===== config.mk =====
export PLATFORM = sky130hd
export DESIGN_NAME = io_scan_ctrl
export DESIGN_NICKNAME = d
export VERILOG_FILES = /design/src/rtl/io_scan_pkg.sv /design/src/rtl/io_scan_sync.sv /design/src/rtl/io_scan_ctrl.sv
export SDC_FILE = /design/constraint.sdc
export NUM_CORES = 1
export LEC_CHECK = 0
export CAP_MARGIN = 20
export CORE_UTILIZATION = 45
export DETAILED_ROUTE_END_ITERATION = 8
export PLACE_DENSITY = 0.75
export SYNTH_ARGS = -nofsm -noshare
export SYNTH_HDL_FRONTEND = slang
export SYNTH_SLANG_ARGS = --single-unit

===== constraint.sdc =====
create_clock -name clk -period 1.9 [get_ports clk]
set_clock_uncertainty 0.15 [all_clocks]
set_input_delay 0.38 -clock clk [delete_from_list [all_inputs] [get_ports clk]]
set_output_delay 0.38 -clock clk [all_outputs]
set_load 0.03 [all_outputs]

===== src/rtl/io_scan_pkg.sv =====
// Shared types and defaults for the LED/pad release-and-sense scanner.
// Latency: n/a (declarations only).
// Backpressure: n/a.
package io_scan_pkg;

    typedef enum logic [1:0] {
        ST_DRIVE   = 2'd0,
        ST_RELEASE = 2'd1,
        ST_SAMPLE  = 2'd2
    } scan_state_t;

    localparam int DEF_N_PINS        = 4;
    localparam int DEF_DRIVE_CYCLES  = 1024;
    localparam int DEF_SETTLE_CYCLES = 4;

    // Larger of two phase lengths; sizes the shared phase counter.
    function automatic int max2(input int a, input int b);
        return (a > b) ? a : b;
    endfunction

endpackage


===== src/rtl/io_scan_sync.sv =====
// Two-stage synchronizer bringing the asynchronous pad inputs into clk.
// Latency: 2 clocks from a stable pad level to dout.
// Backpressure: none; free-running.
module io_scan_sync
    import io_scan_pkg::*;
#(
    parameter int WIDTH = DEF_N_PINS
) (
    input  logic             clk,
    input  logic             rst,
    input  logic [WIDTH-1:0] din,
    output logic [WIDTH-1:0] dout
);

    logic [WIDTH-1:0] meta;

    // First stage may go metastable; second stage gives it a full clock to resolve.
    always_ff @(posedge clk or posedge rst) begin
        if (rst) begin
            meta <= '0;
            dout <= '0;
        end else begin
            meta <= din;
            dout <= meta;
        end
    end

endmodule


===== src/rtl/io_scan_ctrl.sv =====
// Drives an LED pattern on shared pads, periodically releases them and senses their level.
// Latency: sense result 1 clock after SAMPLE; new pattern on pads 1 clock after it is taken in DRIVE.
// Backpressure: pat_ready low while one pattern is pending; optional IO_SCAN_DEBOUNCE_EN filters sense.
module io_scan_ctrl
    import io_scan_pkg::*;
#(
    parameter int N_PINS        = DEF_N_PINS,
    parameter int DRIVE_CYCLES  = DEF_DRIVE_CYCLES,
    parameter int SETTLE_CYCLES = DEF_SETTLE_CYCLES
) (
    input  logic              clk,
    input  logic              rst,
    input  logic              scan_en,
    input  logic              pat_valid,
    input  logic [N_PINS-1:0] pat_data,
    output logic              pat_ready,
    output logic [N_PINS-1:0] pin_oe,
    output logic [N_PINS-1:0] pin_dout,
    input  logic [N_PINS-1:0] pin_din,
    output logic              sense_valid,
    output logic [N_PINS-1:0] sense_data
);

    localparam int              CNT_W       = $clog2(max2(DRIVE_CYCLES, SETTLE_CYCLES));
    localparam logic [CNT_W-1:0] DRIVE_LAST  = CNT_W'(DRIVE_CYCLES - 1);
    localparam logic [CNT_W-1:0] SETTLE_LAST = CNT_W'(SETTLE_CYCLES - 1);

    scan_state_t       state, state_next;
    logic [CNT_W-1:0]  cnt, cnt_next;
    logic              run;
    logic              pend_flag, pend_flag_next;
    logic [N_PINS-1:0] pend_dat;
    logic [N_PINS-1:0] active;
    logic [N_PINS-1:0] din_sync;
    logic [N_PINS-1:0] oe_d, dout_d;
    logic              xfer;
    logic              accept;

    io_scan_sync #(.WIDTH(N_PINS)) u_sync (
        .clk  (clk),
        .rst  (rst),
        .din  (pin_din),
        .dout (din_sync)
    );

    // State register; run holds the phase counter for the first clock out of
    // reset so the opening DRIVE phase is a full DRIVE_CYCLES long on the pads.
    always_ff @(posedge clk or posedge rst) begin
        if (rst) begin
            state <= ST_DRIVE;
            cnt   <= '0;
            run   <= 1'b0;
        end else begin
            state <= state_next;
            cnt   <= cnt_next;
            run   <= 1'b1;
        end
    end

    // Phase sequencing; counter always restarts at 0 on a phase change so the period never drifts.
    always_comb begin
        state_next = state;
        cnt_next   = cnt;
        if (run) begin
            case (state)
                ST_DRIVE: begin
                    if (!scan_en) begin
                        cnt_next = '0;
                    end else if (cnt == DRIVE_LAST) begin
                        state_next = ST_RELEASE;
                        cnt_next   = '0;
                    end else begin
                        cnt_next = cnt + 1'b1;
                    end
                end
                ST_RELEASE: begin
                    if (cnt == SETTLE_LAST) begin
                        state_next = ST_SAMPLE;
                        cnt_next   = '0;
                    end else begin
                        cnt_next = cnt + 1'b1;
                    end
                end
                ST_SAMPLE: begin
                    state_next = ST_DRIVE;
                    cnt_next   = '0;
                end
                default: begin
                    state_next = ST_DRIVE;
                    cnt_next   = '0;
                end
            endcase
        end
    end

    // Pad drive for the coming cycle; a still-pending pattern is shown directly so a
    // pattern taken while released appears on the very first DRIVE clock.
    always_comb begin
        oe_d   = '0;
        dout_d = '0;
        if (state_next == ST_DRIVE) begin
            oe_d   = '1;
            dout_d = pend_flag ? pend_dat : active;
        end
    end

    // Registered pad outputs keep the pads glitch-free and quiet during reset.
    always_ff @(posedge clk or posedge rst) begin
        if (rst) begin
            pin_oe   <= '0;
            pin_dout <= '0;
        end else begin
            pin_oe   <= oe_d;
            pin_dout <= dout_d;
        end
    end

    assign xfer           = pat_valid & pat_ready;
    assign pend_flag_next = xfer | (pend_flag & (state != ST_DRIVE));

    // One-deep pattern buffer: accept into pending, promote to active on every DRIVE edge.
    always_ff @(posedge clk or posedge rst) begin
        if (rst) begin
            pend_flag <= 1'b0;
            pend_dat  <= '0;
            active    <= '0;
            pat_ready <= 1'b0;
        end else begin
            if (xfer) begin
                pend_dat <= pat_data;
            end
            if (state == ST_DRIVE) begin
                active <= pend_dat;
            end
            pend_flag <= pend_flag_next;
            pat_ready <= ~pend_flag_next;
        end
    end

`ifdef IO_SCAN_DEBOUNCE_EN
    logic [N_PINS-1:0] prev_raw;

    assign accept = (din_sync == prev_raw);

    // Remember the last raw sample; a result is only reported once two scans agree.
    always_ff @(posedge clk or posedge rst) begin
        if (rst) begin
            prev_raw <= '0;
        end else if (state == ST_SAMPLE) begin
            prev_raw <= din_sync;
        end
    end
`else
    assign accept = 1'b1;
`endif

    // Capture the synchronized pad level at SAMPLE and flag it for one clock.
    always_ff @(posedge clk or posedge rst) begin
        if (rst) begin
            sense_valid <= 1'b0;
            sense_data  <= '0;
        end else begin
            sense_valid <= (state == ST_SAMPLE) && accept;
            if ((state == ST_SAMPLE) && accept) begin
                sense_data <= din_sync;
            end
        end
    end

endmodule


==> run metrics <==
Max rail drop VDD=618 µV; EDFF count, synth=0; leakage=1.01 nW; GR Util All Layers=19.8%; Area Overhead vs Synth=27.1%; wire per inst=15.7 µm; biggest area consumer among synthesized cells=dfrtp_1; Slew Viols, Final=0; first-pass GRT wire length=6220 µm; number of DRC markers in iteration 0=114; fin util=61.7%; post-route setup slack=0.0411 ns; Yosys cell types=38; register bit count reported by yosys=41; outcome=finished, final reports clean; CTS H-tree lvls=2; DRC Markers=0; Synthesis Warnings=0; Avg Cell Area, Syn=between 10 and 15 µm²; most common cell after layout, fill and taps aside=dfrtp_1; Crit path arrival time=approximately 1.3 ns; RD Place Congestion=0.896; cell family with most CP delay=buffers and inverters; largest net degree at the start of global routing=42; Nets=201; slowest stage delay, CP=0.68 ns; global route overflow=0; Cell Area, Synth=1830 µm²; Die ar.=4330 µm²; WS Path Type=reg2out; Finished Layout Cells=236; Die Width=65.8 µm; share of cells above drive strength 1=22.3%; Final setup viols=0; maxcap violations=0; Gate Count Post-Synth=153; vias in the first global route=1385; Vias=1295; Initial Utilization=between 40% and 50%; R2R Setup Slk=0.07 ns; die height=65.8 µm; syn nets=about 170; CP required=1.37 ns; Buffers & Inverters on Critical Path=1; DP Cell Count=around 230; clk sinks=41; min-delay worst type=reg2reg; n_diodes=0; Finished Cell Area=about 2300 µm²; total wire length=3710 µm; detailed-placement wirelength estimate=~2600 µm; top cells by area, synth=dfrtp_1 56%, mux2_2 7.4%, mux2i_1 2.7%; critical path capture point type=output pin; final hold vios=0; Longest Clk Path Bufs=2; Critical Path Source Type=flop; Fmax=0.538 GHz; Rows=22; fillers=between 200 and 300; ys flop type=dfrtp_1; vias per cell=~5.5; CTS tree=done; Critical Path Fanout Max=2; commonest non-fill, non-tap cells in the layout=40 x dfrtp_1, 19 x clkdlybuf4s50_1, 12 x mux2_2, 10 x inv_1; Seq/Total Area, Yosys=between 50 and 60%; core area=3770 µm²; critical-path cell list=clkdlybuf4s50_1; multi-input logic area=732 µm²; clock-pin slew on the worst setup and hold paths=~0.08 ns; Pre-antenna DRT Iters=4; CTS Root Cell=clkbuf_8; CTS Buf Count=5; Clock Latency Late Sink=slightly below 0.3 ns; Power Density=881 nW/µm²; Tmin final=1.86 ns; ys async rst share=100%; postcts setup bufs=0; Final period util=97.8%; I/O pin cnt=26; input/output buffers=25; hold_buf cts=0; placed inst area=roughly 2200 µm²; dpl ws=-0.297 ns; initial antenna violation count=0; CP max-delay cell=clkdlybuf4s50_1; register area=around 1000 µm²; Antenna Nets Post-Route=0; Yosys top cell area share=between 50% and 60%
cell families after synthesis:
family          count (synthesis)  share of synthesized area, %
compound gates                 28                          14.5
fa+ha+maj                       1                         0.683
other cells                     1                         0.205
mux                            17                          10.1
simple gates                   47                          14.2
buf+inv                        18                          4.30
flops                          41                          56.0
cell usage after synthesis (2+ instances only):
library cell  instances
nor2b_1               2
o21ai_0               5
o221ai_1              4
nand2_1               9
inv_1                10
nor2_1               10
o311ai_2              2
nand3_1               8
dfrtp_1              41
nand2b_1              5
mux2i_1               5
mux2_2               12
clkbuf_1              5
o211ai_1              4
o22ai_1               3
nor3_1                2
and3_1                3
buf_4                 3
worst paths after layout:
path                                                start                        to  cells after the start
worst min register to register   u_sync.meta[3]$_DFF_PP0_  u_sync.dout[3]$_DFF_PP0_                      0
min in group asynchronous                             rst  u_sync.meta[2]$_DFF_PP0_                      3
worst max register to register         cnt[0]$_DFFE_PP0P_        cnt[7]$_DFFE_PP0P_                      6
worst min-delay path             u_sync.meta[3]$_DFF_PP0_  u_sync.dout[3]$_DFF_PP0_                      0
max in group asynchronous                             rst        cnt[3]$_DFFE_PP0P_                      3
worst max-delay path            sense_data[3]$_DFFE_PP0P_             sense_data[3]                      1
routing by layer:
layer	share of wire, %	global-route usage (%)
met3	4.0	5.00
met1	41	23.1
met2	52	33.4
met4	2.9	10.1
met5	0	0
report_power, final:
part,switching (mW),internal (mW)
Combinational,0.159,0.167
Sequential,0.0924,0.959
Clock,0.292,0.382
metrics by stage:
stage	total power, mW	TNS (ns)	hold slack [ns]
finish	2.05	0	0.203
global placement	1.37	-1.88	0.182
CTS	2.06	-0.00252	0.203
floorplan	1.25	0	0.181
detailed placement	1.39	-2.30	0.185
global route	2.14	-0.0147	0.210
flip-flops by register name (all words and copies together), names as in the netlist:
name,flops
state,2
cnt,10
pat_ready,1
pin_dout,4
sense_valid,1
sense_data,4
u_sync.meta,4
run,1
pin_oe,1
pend_flag,1
active,4
u_sync.dout,4
pend_dat,4
timing repair:
item	in CTS	in global routing
gates cloned	0	0
pin swaps	0	2
endpoints found under the setup margin	1	11
resized for setup	1	10
final cells by class:
class | count | share of cell area [%]
clock buffers | 5 | 2.96
clock inverters | 2 | 1.50
inverters | 10 | 1.61
multi-input cells | 94 | 31.4
flip-flops and latches | 41 | 44.1
well taps | 48 | 2.58
repair buffers | 36 | 15.8
Note: power is estimated with default switching activity, not from simulation.
